$ cat config.mk
export PLATFORM = sky130hd
export DESIGN_NAME = fp_bolme_flat
export DESIGN_NICKNAME = d
export VERILOG_FILES = /design/src/rtl/fp_bolme_pkg.sv /design/src/rtl/fp_bolme_if.sv /design/src/rtl/fp_bolme_mantis_bolucu.sv /design/src/rtl/fp_bolme.sv /design/src/flat_wrapper.sv
export SDC_FILE = /design/constraint.sdc
export NUM_CORES = 1
export LEC_CHECK = 0
export ABC_AREA = 1
export CAP_MARGIN = 15
export CORE_MARGIN = 2
export CORE_UTILIZATION = 30
export DETAILED_ROUTE_END_ITERATION = 16
export PLACE_DENSITY = 0.49
export RECOVER_POWER = 50
export SYNTH_ARGS = -nofsm -noshare
export SYNTH_HDL_FRONTEND = slang
export SYNTH_SLANG_ARGS = --single-unit
$ cat constraint.sdc
create_clock -name clk_i -period 2.8 [get_ports clk_i]
set_input_delay 0.42 -clock clk_i [delete_from_list [all_inputs] [get_ports clk_i]]
set_output_delay 0.42 -clock clk_i [all_outputs]
set_load 0.005 [all_outputs]
$ cat src/rtl/fp_bolme_pkg.sv
// Shared single-precision FP definitions for the divider, the multiplier
// and later FP blocks: field widths, special encodings, control states.
package fp_pkg;

  localparam int EXP_W = 8;
  localparam int MAN_W = 23;
  localparam int BIAS  = 127;

  localparam logic [31:0] QNAN    = 32'h7FC00000;
  localparam logic [31:0] POS_INF = 32'h7F800000;

  typedef enum logic [2:0] {
    ST_IDLE   = 3'd0,
    ST_UNPACK = 3'd1,
    ST_DIVIDE = 3'd2,
    ST_NORM   = 3'd3,
    ST_PACK   = 3'd4
  } state_e;

  // Signed infinity; used for divide-by-zero and overflow saturation.
  function automatic logic [31:0] signed_inf(input logic s);
    return {s, POS_INF[30:0]};
  endfunction

  // Signed zero; used for zero dividends and underflow flush.
  function automatic logic [31:0] signed_zero(input logic s);
    return {s, 31'b0};
  endfunction

endpackage

$ cat src/rtl/fp_bolme_if.sv
// Operand/result bundle of the FP divider with its start/done handshake.
interface fp_bolme_if;
  logic        start_i;
  logic [31:0] x1_i;
  logic [31:0] x2_i;
  logic [31:0] sonuc_o;
  logic        done_o;
  logic        mesgul_o;
  logic        dz_o;
  logic        ovf_o;
  logic        unf_o;

  modport master (
    output start_i, x1_i, x2_i,
    input  sonuc_o, done_o, mesgul_o, dz_o, ovf_o, unf_o
  );

  modport slave (
    input  start_i, x1_i, x2_i,
    output sonuc_o, done_o, mesgul_o, dz_o, ovf_o, unf_o
  );
endinterface

$ cat src/rtl/fp_bolme_mantis_bolucu.sv
// Restoring mantissa divider: one quotient bit per step, MSB first.
// Remainder is one bit wider than the divisor so the shifted remainder
// (always < 2*divisor) never loses its top bit.
module mantis_bolucu #(
  parameter int MAN_W = 23
) (
  input  logic             clk_i,
  input  logic             rst_ni,
  input  logic             i_load,
  input  logic             i_step,
  input  logic [MAN_W:0]   i_m1,
  input  logic [MAN_W:0]   i_m2,
  output logic [MAN_W+1:0] o_q,
  output logic             o_last
);

  localparam int W  = MAN_W + 2;
  localparam int CW = $clog2(W);

  logic [W-1:0]  r_rem;
  logic [MAN_W:0] r_m2;
  logic [W-1:0]  r_q;
  logic [CW-1:0] r_cnt;

  logic          w_ge;
  logic [W-1:0]  w_diff;

  assign w_ge   = (r_rem >= {1'b0, r_m2});
  assign w_diff = w_ge ? (r_rem - {1'b0, r_m2}) : r_rem;
  assign o_q    = r_q;
  assign o_last = (r_cnt == '0);

  // Load operands, then subtract-if-fits and shift once per step.
  always_ff @(posedge clk_i or negedge rst_ni) begin
    if (!rst_ni) begin
      r_rem <= '0;
      r_m2  <= '0;
      r_q   <= '0;
      r_cnt <= '0;
    end else if (i_load) begin
      r_rem <= {1'b0, i_m1};
      r_m2  <= i_m2;
      r_q   <= '0;
      r_cnt <= CW'(W - 1);
    end else if (i_step) begin
      r_rem        <= {w_diff[W-2:0], 1'b0};
      r_q[r_cnt]   <= w_ge;
      r_cnt        <= r_cnt - 1'b1;
    end
  end

endmodule

$ cat src/rtl/fp_bolme.sv
// Sequential IEEE-754 single-precision divider, sonuc = x1 / x2.
// Unpack and special cases, 25-step restoring mantissa divide, normalise
// with truncation, range check, pack. Denormal inputs flush to zero.
module fp_bolme
  import fp_pkg::*;
#(
  parameter int EXP_W = fp_pkg::EXP_W,
  parameter int MAN_W = fp_pkg::MAN_W,
  parameter int BIAS  = fp_pkg::BIAS
) (
  input  logic        clk_i,
  input  logic        rst_ni,
  fp_bolme_if.slave   bus
);

  localparam int SB = EXP_W + MAN_W;
  localparam int EW = EXP_W + 2;
  localparam logic signed [EW-1:0] C_BIAS = EW'(BIAS);
  localparam logic signed [EW-1:0] C_EMAX = EW'((1 << EXP_W) - 1);
  localparam logic signed [EW-1:0] C_ONE  = EW'(1);
  localparam logic [EXP_W-1:0]     C_EALL = '1;

  state_e                r_state;
  state_e                w_next;
  logic [31:0]           r_x1;
  logic [31:0]           r_x2;
  logic                  r_sign;
  logic signed [EW-1:0]  r_exp;
  logic [31:0]           r_sonuc;
  logic                  r_done;
  logic                  r_dz;
  logic                  r_ovf;
  logic                  r_unf;

  logic [EXP_W-1:0]      w_e1;
  logic [EXP_W-1:0]      w_e2;
  logic [MAN_W-1:0]      w_f1;
  logic [MAN_W-1:0]      w_f2;
  logic                  w_sign;
  logic signed [EW-1:0]  w_e_unp;
  logic signed [EW-1:0]  w_e_n;
  logic [MAN_W-1:0]      w_man;
  logic [MAN_W+1:0]      w_q;
  logic                  w_last;
  logic                  w_load;
  logic                  w_step;
  logic                  w_pack_ld;
  logic [31:0]           w_res;
  logic                  w_dz;
  logic                  w_ovf;
  logic                  w_unf;

  assign w_e1    = r_x1[MAN_W +: EXP_W];
  assign w_e2    = r_x2[MAN_W +: EXP_W];
  assign w_f1    = r_x1[MAN_W-1:0];
  assign w_f2    = r_x2[MAN_W-1:0];
  assign w_sign  = r_x1[SB] ^ r_x2[SB];
  assign w_e_unp = $signed({2'b00, w_e1}) - $signed({2'b00, w_e2}) + C_BIAS;

  // Quotient lies in (0.5, 2): a clear top bit means one more left shift.
  assign w_e_n   = w_q[MAN_W+1] ? r_exp : (r_exp - C_ONE);
  assign w_man   = w_q[MAN_W+1] ? w_q[MAN_W:1] : w_q[MAN_W-1:0];

  mantis_bolucu #(.MAN_W(MAN_W)) u_mantis (
    .clk_i  (clk_i),
    .rst_ni (rst_ni),
    .i_load (w_load),
    .i_step (w_step),
    .i_m1   ({1'b1, w_f1}),
    .i_m2   ({1'b1, w_f2}),
    .o_q    (w_q),
    .o_last (w_last)
  );

  // Next state, datapath strobes and the result to be packed.
  always_comb begin
    w_next    = r_state;
    w_load    = 1'b0;
    w_step    = 1'b0;
    w_pack_ld = 1'b0;
    w_res     = '0;
    w_dz      = 1'b0;
    w_ovf     = 1'b0;
    w_unf     = 1'b0;
    case (r_state)
      ST_IDLE: begin
        if (bus.start_i) w_next = ST_UNPACK;
      end
      ST_UNPACK: begin
        if (w_e1 == C_EALL || w_e2 == C_EALL) begin
          w_res     = QNAN;
          w_pack_ld = 1'b1;
          w_next    = ST_PACK;
        end else if (w_e2 == '0) begin
          w_res     = signed_inf(w_sign);
          w_dz      = 1'b1;
          w_pack_ld = 1'b1;
          w_next    = ST_PACK;
        end else if (w_e1 == '0) begin
          w_res     = signed_zero(w_sign);
          w_pack_ld = 1'b1;
          w_next    = ST_PACK;
        end else begin
          w_load    = 1'b1;
          w_next    = ST_DIVIDE;
        end
      end
      ST_DIVIDE: begin
        w_step = 1'b1;
        if (w_last) w_next = ST_NORM;
      end
      ST_NORM: begin
        w_pack_ld = 1'b1;
        w_next    = ST_PACK;
        if (!w_e_n[EW-1] && (w_e_n >= C_EMAX)) begin
          w_res = signed_inf(r_sign);
          w_ovf = 1'b1;
        end else if (w_e_n[EW-1] || (w_e_n == '0)) begin
          w_res = signed_zero(r_sign);
          w_unf = 1'b1;
        end else begin
          w_res = {r_sign, w_e_n[EXP_W-1:0], w_man};
        end
      end
      ST_PACK: begin
        w_next = ST_IDLE;
      end
      default: begin
        w_next = ST_IDLE;
      end
    endcase
  end

  // Control state register.
  always_ff @(posedge clk_i or negedge rst_ni) begin
    if (!rst_ni) r_state <= ST_IDLE;
    else         r_state <= w_next;
  end

  // Operands are captured only when a start is accepted in IDLE.
  always_ff @(posedge clk_i or negedge rst_ni) begin
    if (!rst_ni) begin
      r_x1 <= '0;
      r_x2 <= '0;
    end else if (r_state == ST_IDLE && bus.start_i) begin
      r_x1 <= bus.x1_i;
      r_x2 <= bus.x2_i;
    end
  end

  // Sign and biased exponent survive the divide for normalisation.
  always_ff @(posedge clk_i or negedge rst_ni) begin
    if (!rst_ni) begin
      r_sign <= 1'b0;
      r_exp  <= '0;
    end else if (w_load) begin
      r_sign <= w_sign;
      r_exp  <= w_e_unp;
    end
  end

  // Result and flags update together on entry to PACK and hold after.
  always_ff @(posedge clk_i or negedge rst_ni) begin
    if (!rst_ni) begin
      r_sonuc <= '0;
      r_dz    <= 1'b0;
      r_ovf   <= 1'b0;
      r_unf   <= 1'b0;
      r_done  <= 1'b0;
    end else begin
      r_done <= w_pack_ld;
      if (w_pack_ld) begin
        r_sonuc <= w_res;
        r_dz    <= w_dz;
        r_ovf   <= w_ovf;
        r_unf   <= w_unf;
      end
    end
  end

  assign bus.sonuc_o  = r_sonuc;
  assign bus.done_o   = r_done;
  assign bus.mesgul_o = (r_state != ST_IDLE);
  assign bus.dz_o     = r_dz;
  assign bus.ovf_o    = r_ovf;
  assign bus.unf_o    = r_unf;

endmodule

$ cat src/flat_wrapper.sv
// flat-port wrapper written by rule: the top's interface ports become plain ports
module fp_bolme_flat import fp_pkg::*;
#(
  parameter int EXP_W = fp_pkg::EXP_W,
  parameter int MAN_W = fp_pkg::MAN_W,
  parameter int BIAS  = fp_pkg::BIAS
)
  (clk_i, rst_ni, bus_start_i, bus_x1_i, bus_x2_i, bus_sonuc_o, bus_done_o, bus_mesgul_o, bus_dz_o, bus_ovf_o, bus_unf_o);
  fp_bolme_if bus_i ();
  input  logic clk_i;
  input  logic rst_ni;
  input wire logic [$bits(bus_i.start_i)-1:0] bus_start_i;
  input wire logic [$bits(bus_i.x1_i)-1:0] bus_x1_i;
  input wire logic [$bits(bus_i.x2_i)-1:0] bus_x2_i;
  output wire logic [$bits(bus_i.sonuc_o)-1:0] bus_sonuc_o;
  output wire logic [$bits(bus_i.done_o)-1:0] bus_done_o;
  output wire logic [$bits(bus_i.mesgul_o)-1:0] bus_mesgul_o;
  output wire logic [$bits(bus_i.dz_o)-1:0] bus_dz_o;
  output wire logic [$bits(bus_i.ovf_o)-1:0] bus_ovf_o;
  output wire logic [$bits(bus_i.unf_o)-1:0] bus_unf_o;
  assign bus_i.start_i = bus_start_i;
  assign bus_i.x1_i = bus_x1_i;
  assign bus_i.x2_i = bus_x2_i;
  assign bus_sonuc_o = bus_i.sonuc_o;
  assign bus_done_o = bus_i.done_o;
  assign bus_mesgul_o = bus_i.mesgul_o;
  assign bus_dz_o = bus_i.dz_o;
  assign bus_ovf_o = bus_i.ovf_o;
  assign bus_unf_o = bus_i.unf_o;
  fp_bolme #(.EXP_W(EXP_W), .MAN_W(MAN_W), .BIAS(BIAS)) u_core (.clk_i(clk_i), .rst_ni(rst_ni), .bus(bus_i));
endmodule
; ---- Word level (Yosys, flattened, before mapping)
; Index checks and enable logic that the tools add are counted.
[totals]
reg_bits = 193
wordCells = 86
[op_classes]
n_lt_le_gt_ge = 4
mux = 41
n_eq_ne = 7
n_addsub = 5
reduce_logical = 14
bitwise_logic = 1
[op_table]
columns = op, count
row1 = two-way mux 25 bit, 4
row2 = two-way mux 32 bit, 3
row3 = case mux 32 bit (2 select lines), 1
row4 = two-way mux 31 bit, 2
row5 = bitwise mux 25 bit, 1
row6 = >= comparator 25 x 24 -> 1 bit, 1
row7 = two-way mux 24 bit, 1
row8 = subtractor 24 bit, 1
row9 = two-way mux 23 bit, 1
row10 = two-way mux 1 bit, 17
row11 = "== test 8 bit, second input constant", 2
row12 = logical NOT 8 bit, 2
row13 = two-way mux 3 bit, 5
row14 = case mux 3 bit (4 select lines), 1
row15 = "adder 10 x 8 -> 10 bit, second input constant", 1
row16 = ">= comparator 10 x 9 -> 1 bit, second input constant", 1
row17 = logical NOT 10 bit, 1
row18 = two-way mux 10 bit, 1
row19 = two-way mux 5 bit, 2
row20 = "subtractor 10 x 2 -> 10 bit, second input constant", 1
row21 = subtractor 8 x 8 -> 9 bit, 1
row22 = "== test 3 x 2 -> 1 bit, second input constant", 2
row23 = "less-than comparator 5 x 6 -> 1 bit, second input constant", 1
row24 = demux 1 bit (select 5 bit), 1
row25 = other kinds (14), 18

; ---- Longest topological paths before layout
; Gate-level depths: netlist of the first run.
[logic_depth]
word_depth = 7
depth_mapped = 17
depth_no_buf = 16

; ---- Modules after synthesis
; Synthesis of the first run repeated with hierarchy kept, for this count alone.
[unflattened]
hier_cells = 1444
hier_area_um2 = 11330.9
[modules_own_cells]
columns = module, instances, area_each_um2, cells_per_inst, seq_area_each_um2
row1 = fp_bolme, 1, 5856.9, 643, 2852.7
row2 = mantis_bolucu, 1, 5474.0, 801, 1976.9

; ---- Least setup slack after synthesis of the first run
; Ideal clock, no wire load.
[synth_path]
path_kind = reg2reg
startpoint = reg u_core.r_x1[23]
endpoint = reg u_core.r_exp[9]
setup_slack_ns = 0.686
stages_incl_launch_ff = 14
setup_time_ns = 0.083
arrival_ns = 2.031
n_path_buf = 0
required_ns = 2.717
path_cell_list = dfrtp_1 > inv_1 > ha_1 > inv_1 > fa_1 > xnor2_1 > nand2_1 > nor2_1 > nand2_1 > nor2_1 > nand3_1 > nand2_1 > nand3_1 > o21ai_0
[synth_between]
elab_chain_cells = 5
elab_cells_between_ends = 9
cone_classes = add/sub: 2 / eq/ne: 1 / mux: 4 / reduce/logical: 2
[synth_lines]
columns = element, line
row1 = "start, declared", fp_bolme.sv:25  ; logic [31:0] r_x1;
row2 = "start signal, assigned", fp_bolme.sv:146  ; r_x1 <= bus.x1_i;
row3 = "parallel branches: the longest is 5 deep, another holds adder 10 x 8 -> 10 bit", --
row4 = "end signal, assigned", fp_bolme.sv:158  ; r_exp <= w_e_unp;
row5 = "end, declared", fp_bolme.sv:28  ; logic signed [EW-1:0] r_exp;
; Several ways; the timed one is not identified.
; A chain may end at the register's enable or synchronous reset.

; ---- Worst setup path after layout of the first run
[layout_path]
startpoint = reg u_core.u_mantis.r_rem[7]
endpoint = reg u_core.u_mantis.r_rem[12]
[layout_between]
elab_chain_cells = 4
elab_cells_between_ends = 5
cone_classes = add/sub: 1 / order compare: 1 / mux: 3
[layout_lines]
columns = element, line
row1 = "start, declared", fp_bolme_mantis_bolucu.sv:20  ; logic [W-1:0] r_rem;
row2 = "start signal, assigned", fp_bolme_mantis_bolucu.sv:41  ; r_rem <= {1'b0, i_m1};
row3 = "start signal, assigned", fp_bolme_mantis_bolucu.sv:46  ; r_rem <= {w_diff[W-2:0], 1'b0};
row4 = subtractor 24 bit / >= comparator 25 x 24 -> 1 bit (equally long branches), "fp_bolme_mantis_bolucu.sv:29, fp_bolme_mantis_bolucu.sv:28"
row5 = two-way mux 24 bit (*), fp_bolme_mantis_bolucu.sv:29  ; assign w_diff = w_ge ? (r_rem - {1'b0, r_m2}) : r_rem;
row6 = two-way mux 25 bit (*), fp_bolme_mantis_bolucu.sv:45  ; end else if (i_step) begin
row7 = two-way mux 25 bit (*), fp_bolme_mantis_bolucu.sv:40  ; end else if (i_load) begin
; Mark *: on every way between the ends. The rest lies on a longest branch, timed or not. The select of a mux whose other input is x is not followed.

==> run summary, run 1 <==
# Max-Cap Violations: 0
Required time worst endpoint: 3.13 ns
Mapped Cells: 1413
Total power: 17.0 mW
Worst Setup Start Kind: flip-flop
Clk buf depth: 2
Detail Route Antenna Nets: 0
Clock Latency Late Sink: 0.46 ns
Peak supply drop: 718 µV
Vias per inst: 4.58
Filler cells: 3851
Worst setup path startpoint: u_core.u_mantis.r_rem[7]
Non-Filler Instances: 1989
Commonest non-fill, non-tap cell in the layout: nand2_1
Initial Util: 30.2%
F_max: 0.401 GHz
Finish-stage setup viols: 0
Initial antenna violation count: 2
Drt drc: 0
Htree depth: 4
Final Net Count: 1615
Largest net degree at the start of global routing: 93
TritonCTS clock tree: done
Syn nets: 1521
Core area: 0.0363 mm²
I/O pin total: 104
Final Cell Area: 0.0132 mm²
NetSw: 8.05 mW
CP Class: flip-flop to flip-flop
P per Cell Area: 1290 mW/mm²
Util after Layout: 36.3%
Reg2Reg Depth: 11
Period minus WS final: 2.50 ns
Full die area: 0.0382 mm²
Drt pass-1 iters: 5
DP Worst Slack: 0.310 ns
CTS Buf Count: 17
Crit Path Max Fanout: 38
Final worst slack: 0.304 ns
Termination of the worst setup path: u_core.u_mantis.r_rem[12]
Mean Syn Cell Area: 7.77 µm²
Final hold vios: 0
Seq pwr share: 27.0%
RSZ-0062 raised after global routing: no
R2R setup slack: 0.30 ns
P_leak: 6.29 nW
Most frequent cells in the layout: nand2_1 (398), dfrtp_1 (193), inv_1 (190)
Worst hold path type: flip-flop to flip-flop
Tot GR Track Use: 15.3%
Die H: 195 µm
Max_slew headroom: 29.6%
Clk pwr share: 14.9%
DR iter-0 viols: 406
CTS sink count: 193
Die X: 195 µm
Layout cells sized above 1: 8.29%
Fraction of power spent switching nets: 47.4%
Syn Std Cell Area: 0.0110 mm²
PortBufs: 103
Worst hold slack: 0.469 ns
CP arrival: 2.83 ns
Final Max Tran Viols: 0
Cells after DPL: 1955
Post-Place Cell Area: 0.0126 mm²
Routed length per instance: 13.9 µm
Total vias in the final route: 9113
Status: complete, no violations
Clock root cell: clkbuf_16
Synthesized flop and latch total: 193
Worst reg2reg startpoint: u_core.u_mantis.r_rem[7]
FP Rows: 70
Routability cong.: 0.900
Area grow syn2layout: 20.1%
Number of global-route vias before repair: 9080
Setup TNS: 0 ns
WL final: 27.7 mm
Gr ovfl total: 0
Sequential cell area fraction in the yosys report: 44.0%
Final HPWL DP: 20.7 mm
Cell variety after synth: 43
Crit share post-route: 89.1%
Final Skew: 0.0159 ns
Reg2reg end: u_core.u_mantis.r_rem[12]
Internal power: 8.92 mW
Worst-path clk slew: 0.08 ns
Synth warn: 0
First-pass GRT wire length: 47.2 mm
Combinational Power Share: 58.1%
Setup crit end kind: flip-flop
Worst-margin pin slew: 1.06 ns
[cells by family (layout without fill, tap and decap cells)]
kind of cell             count (synthesis)  in the layout  synth area share (%)
buffers and inverters                  243            349                  8.72
other                                    0              2                     0
AND/OR/NAND/NOR                        648            648                  25.0
multiplexers                            49             49                  5.02
XOR/XNOR                                23             23                  1.83
adder cells (fa/ha/maj)                 41             41                  4.81
AO/OA/AOI/OAI                          216            216                  10.6
flip-flops                             193            193                  44.0
[metal layers]
| layer | GRT usage, % | vias up | wire length, µm |
|---|---|---|---|
| li1 | - | 4730 | - |
| met1 | 20.4 | 4255 | 13700 |
| met2 | 25.7 | 108 | 13000 |
| met3 | 2.80 | 20 | 729 |
| met4 | 4.01 | 0 | 340 |
| met5 | 0 | - | 0 |
[sequential cells by signal, indices dropped and copies added (netlist names)]
| signal | count |
|---|---|
| u_core.u_mantis.r_m2 | 24 |
| u_core.r_sign | 1 |
| u_core.r_x2 | 32 |
| u_core.r_state | 3 |
| u_core.bus.sonuc_o | 32 |
| u_core.bus.done_o | 1 |
| u_core.u_mantis.o_q | 25 |
| u_core.r_x1 | 32 |
| u_core.u_mantis.r_rem | 25 |
| u_core.u_mantis.r_cnt | 5 |
| u_core.bus.ovf_o | 1 |
| u_core.bus.dz_o | 1 |
| u_core.r_exp | 10 |
| u_core.bus.unf_o | 1 |
[power by group through the flow]
stage / registers, mW / logic, mW / clock network, mW
finish: 4.58 / 9.87 / 2.53
global route: 4.74 / 11.4 / 2.76
CTS: 4.58 / 10.0 / 2.64
detailed placement: 4.63 / 10.0 / 0
global placement: 4.60 / 9.94 / 0
floorplan: 4.46 / 7.39 / 0
[layout make-up]
cell class,count,area (µm²),share of cell area (%)
Sequential cell,193,4830,36.6
Clock buffer,17,425,3.22
Timing Repair Buffer,123,1220,9.25
Tap cell,468,586,4.44
Inverter,195,732,5.55
Multi-Input combinational cell,977,5220,39.6
Clock inverter,14,173,1.31
Antenna cell,2,5.00,0.0379
[Yosys cell counts, drive strengths merged]
master / number / share of area (%)
dfrtp: 193 / 44
nand4: 26 / 1.6
and2: 1 / 0.057
o22ai: 4 / 0.23
inv: 195 / 6.7
mux2: 49 / 5.0
xnor2: 12 / 0.96
o311ai: 1 / 0.080
buf: 23 / 1.2
a21o: 1 / 0.068
a22o: 1 / 0.080
o21ai: 108 / 4.9
xor2: 11 / 0.88
nand2b: 1 / 0.057
nand2: 401 / 14
or2: 2 / 0.11
fa: 2 / 0.36
nor2: 102 / 3.7
o31a: 1 / 0.080
o21a: 21 / 1.4
nand3b: 1 / 0.068
ha: 39 / 4.4
nor3: 15 / 0.73
a21oi: 73 / 3.4
clkbuf: 25 / 0.85
o21bai: 3 / 0.20
nand3: 97 / 4.7
o211ai: 2 / 0.14
nor4: 2 / 0.11
a31oi: 1 / 0.057
[repair_timing]
item / CTS / global route
resized for setup: 0 / 0
hold endpoints to repair: 39 / 0
setup endpoints to repair: 0 / 0
hold buffers: 1 / 0
buffers inserted: 0 / 0
[worst min path at each step]
stage                       endpoint         startpoint  cells after the start  slack, ns
6_report           u_core.r_state[0]  u_core.r_state[0]                      1       0.47
5_1_grt            u_core.r_state[0]  u_core.r_state[0]                      1       0.49
4_1_cts        u_core.bus.sonuc_o[6]             rst_ni                      2       0.45
3_5_place_dp   u_core.bus.sonuc_o[6]             rst_ni                      1       0.38
3_3_place_gp       u_core.bus.done_o             rst_ni                      1       0.37
2_1_floorplan      u_core.bus.done_o             rst_ni                      0       0.12
[worst max-delay path: stages (launching register included)]
cell and delay (ns):
dfrtp_1 0.40, ha_1 0.35, nand2_1 0.15, o21ai_0 0.29, inv_1 0.09, nand3_1 0.18, nand2_1 0.12, nand3_2 0.11
buf_4 0.38, nand3_1 0.15, nand3_1 0.10, nand2_1 0.05
Note: power is estimated with default switching activity, not from simulation.
==> run 2: changes to the inputs <==
SLEW_MARGIN = 20   (was not set)
==> results of run 2 <==
No change in the layout: final DEF, timing and power equal those of run 1.
==> run 3: changes to the inputs <==
SYNTH_HIERARCHICAL = 1   (was not set)
==> run summary, run 3 <==
Status: complete, but fails checks
Violated checks: max-capacitance violations, max-slew violations
Detail Route Antenna Nets: 0 (unchanged)
Crit share post-route: 86.7% (-2.5 points)
CP max stage delay: 1.23 ns (+0.83 ns)
Final Skew: 0.0134 ns (-0.00253 ns)
Worst Setup Start Kind: flip-flop
Worst hold endpoint: u_core/r_state[0]
DP Worst Slack: 0.403 ns (+0.0928 ns)
WL final: 28.4 mm (+2.7%)
Worst hold slack: 0.460 ns (-0.00960 ns)
Top cell type's share of synthesized area: 42.6% (-1.3 points)
Crit Path Max Fanout: 75 (+97%)
# Max-Cap Violations: 2 (+2)
Final Max Tran Viols: 139 (+139)
Filler cells: 3983 (+3.4%)
Die X: 198 µm (+1.5%)
Total vias in the final route: 9275 (+1.8%)
Non-Filler Instances: 2062 (+3.7%)
Asr flop ratio synth: 100% (unchanged)
Final worst slack: 0.373 ns (+0.0692 ns)
Count leader, synth: nand2_1
Critical-path cell list: inv_1, nand3_4, buf_2, mux2_2
Worst Hold Depth: 1 (unchanged)
Finish-stage setup viols: 0 (unchanged)
Htree depth: 4 (unchanged)
Final HPWL DP: 21.0 mm (+1.8%)
Total power: 17.2 mW (+1.4%)
Sequential cell area fraction in the yosys report: 42.6% (-1.3 points)
Cells after DPL: 2029 (+3.8%)
First-pass GRT wire length: 47.7 mm (+1.1%)
Synthesized flop and latch total: 193 (unchanged)
Number of setup buffers added after CTS: 0 (unchanged)
Buf/Inv on CP: 2 (unchanged)
Commonest non-fill, non-tap cell in the layout: nand2_1
Most frequent cells in the layout: nand2_1 (415), inv_1 (207), dfrtp_1 (193)
TritonCTS clock tree: done
Gr ovfl total: 0 (unchanged)
DR iter-0 viols: 368 (-9.4%)
Peak supply drop: 505 µV (-30%)
Largest net degree at the start of global routing: 76 (-18%)
Layout cells sized above 1: 11.5% (+3.2 points)
Drt pass-1 iters: 4 (-1)
Setup TNS: 0 ns (unchanged)
RSZ-0062 raised after global routing: no
Wl on met1: 14.2 mm (+4.2%)
Hold wc startpoint: u_core/r_state[2]
Required time worst endpoint: 3.13 ns (about the same)
Top Family by Delay on Critical Path: buffers and inverters
Final Cell Area: 0.0136 mm² (+2.8%)
Mapped Cells: 1444 (+2.2%)
Register Area: 0.00483 mm² (unchanged)
Ys flop type: dfrtp_1
Reg2reg end: u_core/r_x1[31]
FP Rows: 71 (+1.4%)
Multi-input gate area: 0.00545 mm² (+4.4%)
Antenna diodes: 0 (-2)
Post-cts resize count: 0 (unchanged)
Period minus WS final: 2.43 ns (-0.0692 ns)
Routed length per instance: 13.8 µm (-0.96%)
Worst hold path type: flip-flop to flip-flop
Syn Std Cell Area: 0.0113 mm² (+3.1%)
I/O pin total: 104 (unchanged)
P per Cell Area: 1270 mW/mm² (-1.5%)
Reg2Reg Depth: 4 (-7)
Full die area: 0.0393 mm² (+3.1%)
Post-synth EDFFs: 0 (unchanged)
Area grow syn2layout: 19.7%
Final Net Count: 1646 (+1.9%)
DR WL met3: 655 µm (-10%)
Clock Latency Late Sink: 0.45 ns (about the same)
CP arrival: 2.76 ns (-0.07 ns)
Tot GR Track Use: 15.3% (-0.045 points)
Top layer in use: met4
Commonest cells post-synth: nand2_1 (415), inv_1 (207), dfrtp_1 (193)
Hold buffer count at cts: 1 (unchanged)
Mean Syn Cell Area: 7.85 µm² (+0.93%)
Worst reg2reg startpoint: u_core/r_state[1]
Synth warn: 6 (+6)
Wire length on met2: 13.2 mm (+2.1%)
Drt drc: 0 (unchanged)
Cell variety after synth: 47 (+9.3%)
PortBufs: 103 (unchanged)
Util after Layout: 36.3% (about the same)
Clock root cell: clkbuf_16
Worst-path clk slew: 0.08 ns (about the same)
Final hold vios: 0 (unchanged)
Number of global-route vias before repair: 9315 (+2.6%)
Die H: 198 µm (+1.5%)
Initial antenna violation count: 0 (-2)
CTS Buf Count: 17 (unchanged)
Initial Util: 30.3% (+0.073 points)
P_leak: 6.62 nW (+5.2%)
Slowest stage cell, crit path: buf_2
R2R setup slack: 0.37 ns (+0.07 ns)
Routability cong.: 0.914 (+1.6%)
Max_slew headroom: -15.2% (-45 points)
CTS sink count: 193 (unchanged)
Cell accounting for the most synthesized area: dfrtp_1
Setup crit end kind: flip-flop
Synth top area cells: dfrtp_1 (43%), nand2_1 (14%), inv_1 (6.9%), mux2_2 (5.3%), ha_1 (4.3%)
Clk buf depth: 2 (unchanged)
CP Class: flip-flop to flip-flop
Core area: 0.0374 mm² (+2.9%)
Vias per inst: 4.50 (-1.8%)
F_max: 0.412 GHz (+2.9%)
Worst-margin pin slew: 1.73 ns (+0.672 ns)
Post-Place Cell Area: 0.0130 mm² (+3.1%)
-- run 3: cell type report --
| type | count | share of cell area [%] |
|---|---|---|
| multi-input combinational | 989 | 40.2 |
| tap | 511 | 4.71 |
| sequential | 193 | 35.6 |
| timing repair buffer | 124 | 9.19 |
| clock inverter | 13 | 1.03 |
| clock buffer | 19 | 3.34 |
| inverter | 213 | 5.95 |
-- run 3: power by group --
part	leakage, nW	switching [mW]	internal [mW]	total (mW)
sequential	2.42	0.691	3.90	4.59
clock	0.293	1.20	1.31	2.51
combinational	3.90	6.24	3.86	10.1
total	6.62	8.13	9.07	17.2
-- run 3: cell families after synthesis --
logic type / share of synthesized area (%)
xor+xnor: 1.61
fa+ha+maj: 4.66
compound gates: 9.93
simple gates: 26.3
buf+inv: 9.50
other cells: 0.0331
mux: 5.36
flops: 42.6
-- run 3: worst max path at each step --
stage	from	end	cells after the start
2_1_floorplan	u_core/r_state[2]	u_core/u_mantis/r_m2[18]	10
3_3_place_gp	u_core/u_mantis/r_rem[4]	u_core/u_mantis/r_rem[24]	13
3_5_place_dp	u_core/u_mantis/r_rem[4]	u_core/u_mantis/r_rem[24]	13
4_1_cts	u_core/u_mantis/r_rem[4]	u_core/u_mantis/r_rem[24]	13
5_1_grt	rst_ni	u_core/bus.sonuc_o[4]	3
6_report	u_core/r_state[1]	u_core/r_x1[31]	4
-- run 3: layer usage --
layer	up-vias	track usage, %
met1	4359	20.6
met2	100	25.4
li1	4800	-
met4	0	3.76
met5	-	0
met3	16	2.57
